`src/rtl/keypad_pkg.sv`:
```
// Shared definitions for the keypad entry path: digit width, debounce states
// and a counter-width helper.
package keypad_pkg;

    localparam int DIGIT_W = 4;

    typedef enum logic [1:0] {
        IDLE       = 2'd0,
        PRESS_WAIT = 2'd1,
        HELD       = 2'd2,
        REL_WAIT   = 2'd3
    } deb_state_t;

    // Bits needed to hold 0..max_val, never less than one.
    function automatic int width_for(input int max_val);
        return (max_val < 2) ? 1 : $clog2(max_val + 1);
    endfunction

endpackage

```
`src/rtl/keypad_debounce.sv`:
```
// Synchronizes the raw decoder valid/number pair and debounces it into one
// strobe per physical press; a press must also be released cleanly to re-arm.
module keypad_debounce
    import keypad_pkg::*;
#(
    parameter int DEBOUNCE_CYCLES = 4
) (
    input  logic               i_clock,
    input  logic               i_reset_n,
    input  logic               i_valid,
    input  logic [DIGIT_W-1:0] i_number,
    output logic               o_key_strobe,
    output logic [DIGIT_W-1:0] o_key_value,
    output logic [DIGIT_W-1:0] o_accept_digit
);

    localparam int               CNT_W   = width_for(DEBOUNCE_CYCLES);
    localparam logic [CNT_W-1:0] CNT_MAX = CNT_W'(DEBOUNCE_CYCLES);
    localparam logic [CNT_W-1:0] CNT_ONE = CNT_W'(1);

    logic               r_valid_meta;
    logic               r_valid_s;
    logic [DIGIT_W-1:0] r_number_meta;
    logic [DIGIT_W-1:0] r_number_s;

    deb_state_t         r_state;
    logic [DIGIT_W-1:0] r_cand;
    logic [DIGIT_W-1:0] r_key_value;
    logic [CNT_W-1:0]   r_cnt;

    logic               w_same;
    logic               w_cnt_done;
    logic               w_accept;

    always_ff @(posedge i_clock or negedge i_reset_n) begin
        if (!i_reset_n) begin
            r_valid_meta  <= 1'b0;
            r_valid_s     <= 1'b0;
            r_number_meta <= '0;
            r_number_s    <= '0;
        end else begin
            r_valid_meta  <= i_valid;
            r_valid_s     <= r_valid_meta;
            r_number_meta <= i_number;
            r_number_s    <= r_number_meta;
        end
    end

    assign w_same     = r_valid_s && (r_number_s == r_cand);
    assign w_cnt_done = (r_cnt == CNT_MAX);
    // Accept is a decode of registered state so the strobe lands in the same
    // cycle the final stable sample is visible, with no extra register stage.
    assign w_accept   = (r_state == PRESS_WAIT) && w_same && w_cnt_done;

    always_ff @(posedge i_clock or negedge i_reset_n) begin
        if (!i_reset_n) begin
            r_state     <= IDLE;
            r_cand      <= '0;
            r_cnt       <= '0;
            r_key_value <= '0;
        end else begin
            case (r_state)
                IDLE: begin
                    if (r_valid_s) begin
                        r_cand  <= r_number_s;
                        r_cnt   <= CNT_ONE;
                        r_state <= PRESS_WAIT;
                    end
                end
                PRESS_WAIT: begin
                    if (!w_same) begin
                        r_state <= IDLE;
                    end else if (w_cnt_done) begin
                        r_key_value <= r_cand;
                        r_state     <= HELD;
                    end else begin
                        r_cnt <= r_cnt + CNT_ONE;
                    end
                end
                HELD: begin
                    // Digit changes while held are ignored: no rollover.
                    if (!r_valid_s) begin
                        r_cnt   <= CNT_ONE;
                        r_state <= REL_WAIT;
                    end
                end
                REL_WAIT: begin
                    if (r_valid_s) begin
                        r_state <= HELD;
                    end else if (w_cnt_done) begin
                        r_state <= IDLE;
                    end else begin
                        r_cnt <= r_cnt + CNT_ONE;
                    end
                end
                default: r_state <= IDLE;
            endcase
        end
    end

    assign o_key_strobe   = w_accept;
    assign o_key_value    = r_key_value;
    assign o_accept_digit = r_cand;

endmodule

```
`src/rtl/keypad_entry.sv`:
```
// Collects debounced key presses into a DIGITS-long BCD code and hands the
// completed code to the consumer over a valid/ready handshake.
module keypad_entry
    import keypad_pkg::*;
#(
    parameter int DEBOUNCE_CYCLES = 4,
    parameter int DIGITS          = 4
) (
    input  logic                          i_clock,
    input  logic                          i_reset_n,
    input  logic                          i_valid,
    input  logic [DIGIT_W-1:0]            i_number,
    input  logic                          i_clear_code,
    input  logic                          i_code_ready,
    output logic                          o_key_strobe,
    output logic [DIGIT_W-1:0]            o_key_value,
    output logic [DIGIT_W*DIGITS-1:0]     o_code,
    output logic                          o_code_valid,
    output logic [$clog2(DIGITS+1)-1:0]   o_digit_count,
    output logic                          o_overflow
);

    localparam int               CODE_W   = DIGIT_W * DIGITS;
    localparam int               CNT_W    = $clog2(DIGITS + 1);
    localparam logic [CNT_W-1:0] CNT_FULL = CNT_W'(DIGITS);
    localparam logic [CNT_W-1:0] CNT_ONE  = CNT_W'(1);

    logic                 w_strobe;
    logic [DIGIT_W-1:0]   w_digit;
    logic                 w_handshake;
    logic [CODE_W-1:0]    w_shifted;
    logic [CNT_W-1:0]     w_count_inc;

    logic [CODE_W-1:0]    r_code;
    logic [CNT_W-1:0]     r_count;
    logic                 r_code_valid;
    logic                 r_overflow;

    keypad_debounce #(
        .DEBOUNCE_CYCLES (DEBOUNCE_CYCLES)
    ) u_debounce (
        .i_clock        (i_clock),
        .i_reset_n      (i_reset_n),
        .i_valid        (i_valid),
        .i_number       (i_number),
        .o_key_strobe   (w_strobe),
        .o_key_value    (o_key_value),
        .o_accept_digit (w_digit)
    );

    generate
        if (DIGITS == 1) begin : g_shift_one
            assign w_shifted = w_digit;
        end else begin : g_shift_many
            assign w_shifted = {r_code[CODE_W-DIGIT_W-1:0], w_digit};
        end
    endgenerate

    assign w_handshake = r_code_valid && i_code_ready;
    assign w_count_inc = r_count + CNT_ONE;

    // Priority: clear, then handshake (a coincident press starts the next
    // code), then plain accumulation or overflow.
    always_ff @(posedge i_clock or negedge i_reset_n) begin
        if (!i_reset_n) begin
            r_code       <= '0;
            r_count      <= '0;
            r_code_valid <= 1'b0;
            r_overflow   <= 1'b0;
        end else if (i_clear_code) begin
            r_code       <= '0;
            r_count      <= '0;
            r_code_valid <= 1'b0;
            r_overflow   <= 1'b0;
        end else if (w_handshake) begin
            r_overflow <= 1'b0;
            if (w_strobe) begin
                r_code       <= CODE_W'(w_digit);
                r_count      <= CNT_ONE;
                r_code_valid <= (DIGITS == 1);
            end else begin
                r_code       <= '0;
                r_count      <= '0;
                r_code_valid <= 1'b0;
            end
        end else if (w_strobe) begin
            if (r_code_valid) begin
                r_overflow <= 1'b1;
            end else begin
                r_code       <= w_shifted;
                r_count      <= w_count_inc;
                r_code_valid <= (w_count_inc == CNT_FULL);
            end
        end
    end

    assign o_key_strobe  = w_strobe;
    assign o_code        = r_code;
    assign o_code_valid  = r_code_valid;
    assign o_digit_count = r_count;
    assign o_overflow    = r_overflow;

endmodule

```
`config.mk`:
```
export PLATFORM = sky130hd
export DESIGN_NAME = keypad_entry
export DESIGN_NICKNAME = d
export VERILOG_FILES = /design/src/rtl/keypad_pkg.sv /design/src/rtl/keypad_debounce.sv /design/src/rtl/keypad_entry.sv
export SDC_FILE = /design/constraint.sdc
export NUM_CORES = 1
export LEC_CHECK = 0
export CAP_MARGIN = 20
export CORE_MARGIN = 8
export CORE_UTILIZATION = 33
export CTS_CLUSTER_SIZE = 40
export DETAILED_ROUTE_END_ITERATION = 6
export SLEW_MARGIN = 20
export SYNTH_ARGS = -nofsm -noshare
export SYNTH_HDL_FRONTEND = slang
export SYNTH_SLANG_ARGS = --single-unit
```
`constraint.sdc`:
```
create_clock -name i_clock -period 3.7 [get_ports i_clock]
set_clock_uncertainty 0.2 [all_clocks]
set_input_delay 0.74 -clock i_clock [delete_from_list [all_inputs] [get_ports i_clock]]
set_output_delay 0.74 -clock i_clock [all_outputs]
set_load 0.01 [all_outputs]
```
==> flow_summary.yaml <==
die:
  rows: 28
  start_util_pct: 33.53
  ioPinCount: 35
  die_h_um: 93.11
  dieArea_um2: 8669
  die_x_um: 93.11
  coreArea_um2: 5851
yosys:
  syn_inst: 172
  synth_compound_area_share_pct: 7.589
  ys_warn_count: 0
  synth_nets: 185
  synth.distinct_cells: 35
  synth_top_area_share_pct: 56.12
  synth-simple-area-share_pct: 18.30
  synth_edf_count: 0
  syn_area_per_cell_um2: 11.41
  synth_top_area_cell: "dfrtp_1"
  synthAdderAreaFrac_pct: 2.551
  synth_xor_area_share_pct: 1.339
  yosysMostFrequentCell: "dfrtp_1"
  synth_common_cells: "dfrtp_1 (44), nand2_1 (26), mux2i_1 (14)"
  synth_top_family_by_area: "simple AND/OR/NAND/NOR gates"
  netlist_area_um2: 1962
  ys_top_cells_by_area: "dfrtp_1 (56%), mux2i_1 (7.1%), nand2_1 (5.0%)"
  ys_seq_area_share_pct: 56.12
  ys_ff_latch: 44
  ys_async_sr_fraction_pct: 100.0
  synthMuxAreaShare_pct: 11.73
  synth_ff_type: "dfrtp_1"
finish:
  syn2layout_area_growth_pct: 27.93
  nets: 223
  seq_area_um2: 1101
  final_layout_size_suffix_gt1_share_pct: 11.85
  fill_cells: 555
  n_antenna_cell: 0
  multi_input_area_um2: 814.5
critical_path:
  r2r_start: "u_debounce.r_cnt[0]"
  cp_slowest_cell: "clkdlybuf4s50_1"
  crit_type: "reg2out"
  crit_chain: "inv_1, ha_1, nand3_2, or3_1, nor2_1, clkdlybuf4s50_1"
  startpoint: "u_debounce.r_cnt[0]"
  crit_fanout: 9
  crit_family: "simple AND/OR/NAND/NOR gates"
  cp.required_ns: 2.76
  arrival_ns: 2.35
  crit_buf_inv: 2
  reg2regPathDepth: 6
  critPathLaunchType: "flip-flop"
  worst_r2r_endpoint: "o_code[0]"
  regToRegSetupSlack_ns: 1.47
  slowest_delay_ns: 0.55
  end_kind: "output port"
placed_design:
  routabilityCongestion: 0.7389
  dp_hpwl_um: 2923
  io_buffers: 34
drt:
  route.antenna.remaining_nets: 0
  vias: 1405
  routedWlPerCell_um: 13.86
  post-route-drc-count: 0
  firstDrtPassIters: 4
  viasPerCell: 4.913
  drtIter0Drc: 69
  routed_wl_um: 3965
grt:
  grt_pass1_vias: 1350
  grt_pass1_wl_um: 6679
  grt_usage_pct: 9.462
  grt_max_degree: 45
  antenna_found_initial: 0
  grt.overflow.total: 0
timing:
  timing.final.crit_share_pct: 88.83
  setup_viol: 0
  fmax_mhz: 304.3
  tightest_slew_ns: 0.8131
  grt_setup_unrepaired: "false"
  maxSlewHeadroom_pct: 45.38
  final_hold_viol_count: 0
  min_period_ns: 3.287
  tns_ns: 0
  slew_violations: 0
hold_path:
  min_path_type: "reg2reg"
  min_path_cells: 0
  min_to: "u_debounce.r_number_s[3]"
  hp-start: "u_debounce.r_number_meta[3]"
status:
  status: "complete, no violations"
power_and_ir_drop:
  total_power_uw: 982.2
  p_per_area_nw_per_um2: 391.3
  combPwrFrac_pct: 8.2
  p_int_uw: 749.9
  irDropWorstVdd_uv: 224.2
  share_seq_of_total_power_pct: 52.1
  power_switching_uw: 232.2
  leakage_uw: 0.001011
  sw_frac_of_total_pct: 23.64
  pwr-share-clk_pct: 39.7
cts:
  holdBufCountCts: 0
  numClockSinks: 44
  clk_pin_slew_ns: 0.08
  tritoncts: "built"
  cts_max_path_buffers: 2
  cts-root-buf: "clkbuf_8"
  cts_buffers: 5
  post_cts_buffers: 0
  htree_levels: 2
  clk_latency_ns: 0.30
  cts_resized: 0
run:
  max_cap_viol_count: 0
==> cell usage in the layout, fill, tap and decap left out <==
| cell type | count |
|---|---|
| clkbuf_8 | 6 |
| or3_1 | 3 |
| xor2_1 | 3 |
| o21bai_1 | 1 |
| inv_1 | 5 |
| nor2_1 | 6 |
| a32o_1 | 1 |
| nor2b_1 | 7 |
| o21ai_0 | 9 |
| nand4b_1 | 1 |
| bufinv_16 | 1 |
| nand2b_4 | 1 |
| and3_1 | 1 |
| clkinv_4 | 1 |
| and2_1 | 3 |
| nand4_1 | 4 |
| nor3_2 | 1 |
| a21boi_0 | 1 |
| or4_1 | 2 |
| mux2i_1 | 14 |
| nor4_4 | 1 |
| dfrtp_1 | 44 |
| nand2b_1 | 3 |
| o32ai_1 | 1 |
| nor4_1 | 1 |
| nor3_1 | 1 |
| clkdlybuf4s50_1 | 33 |
| ha_1 | 4 |
| o31ai_1 | 1 |
| nor3b_1 | 1 |
| nand3_2 | 2 |
| buf_4 | 4 |
| mux2_2 | 8 |
| a31oi_1 | 7 |
| nand2_1 | 26 |
| a21oi_1 | 2 |
| a32oi_1 | 1 |
==> logic make-up after synthesis <==
logic type                 Yosys count
muxes                               22
AOI/OAI and AO/OA                   24
DFF                                 44
buffers and inverters               11
xor gates and xnor gates             3
and+or+nand+nor                     64
adders and majority gates            4
==> state kept, by name, summed over array words and instances, names as in the netlist, 2 cells and up <==
name and flops:
o_code 16, o_digit_count 3, u_debounce.o_accept_digit 4, u_debounce.o_key_value 4, u_debounce.r_cnt 3, u_debounce.r_number_meta 4, u_debounce.r_number_s 4, u_debounce.r_state 2
==> metal layers <==
metal | GRT usage [%] | share of wire, % | up-vias
met5 | 0 | 0 | -
met4 | 3.624 | 1.7 | 0
met3 | 1.763 | 2.8 | 6
met2 | 14.91 | 48 | 21
met1 | 12.56 | 48 | 695
li1 | - | - | 683
==> stage by stage <==
stage | hold slack [ns] | util [%] | instances | area, um2 | setup slack, ns
6_report | 0.1534 | 42.90 | 286 | 2510 | 0.4132
5_1_grt | 0.1659 | 42.90 | 286 | 2510 | 0.2718
4_1_cts | 0.1538 | 42.86 | 286 | 2507 | 0.3846
3_5_place_dp | 0.1347 | 40.78 | 278 | 2386 | 0.7104
3_3_place_gp | 0.1329 | 40.78 | 278 | 2386 | 0.7525
2_1_floorplan | 0.1312 | - | 172 | 1962 | 1.306
==> power by group through the flow <==
stage	logic, uW	clock network (uW)	registers, uW
detailed placement	80.8	0	521
finish	80.5	390	511
global placement	79.2	0	521
floorplan	50.1	0	518
CTS	81.2	400	512
global route	90.4	418	515
==> how the worst max path moves through the flow <==
stage	slack (ns)	depth (start not counted)	endpoint
floorplan	1.31	6	o_key_strobe
global placement	0.75	6	o_key_strobe
detailed placement	0.71	6	o_key_strobe
CTS	0.38	6	o_key_strobe
global route	0.27	6	o_key_strobe
finish	0.41	6	o_key_strobe
==> layout make-up <==
class	instances	share of cell area (%)
tap	75	3.739
timing repair buffer	37	14.36
clock buffer	6	3.290
inverter	5	0.7478
clock inverter	2	1.545
multi-input combinational	117	32.45
sequential	44	43.87
Power figures use the tool's default switching activity.
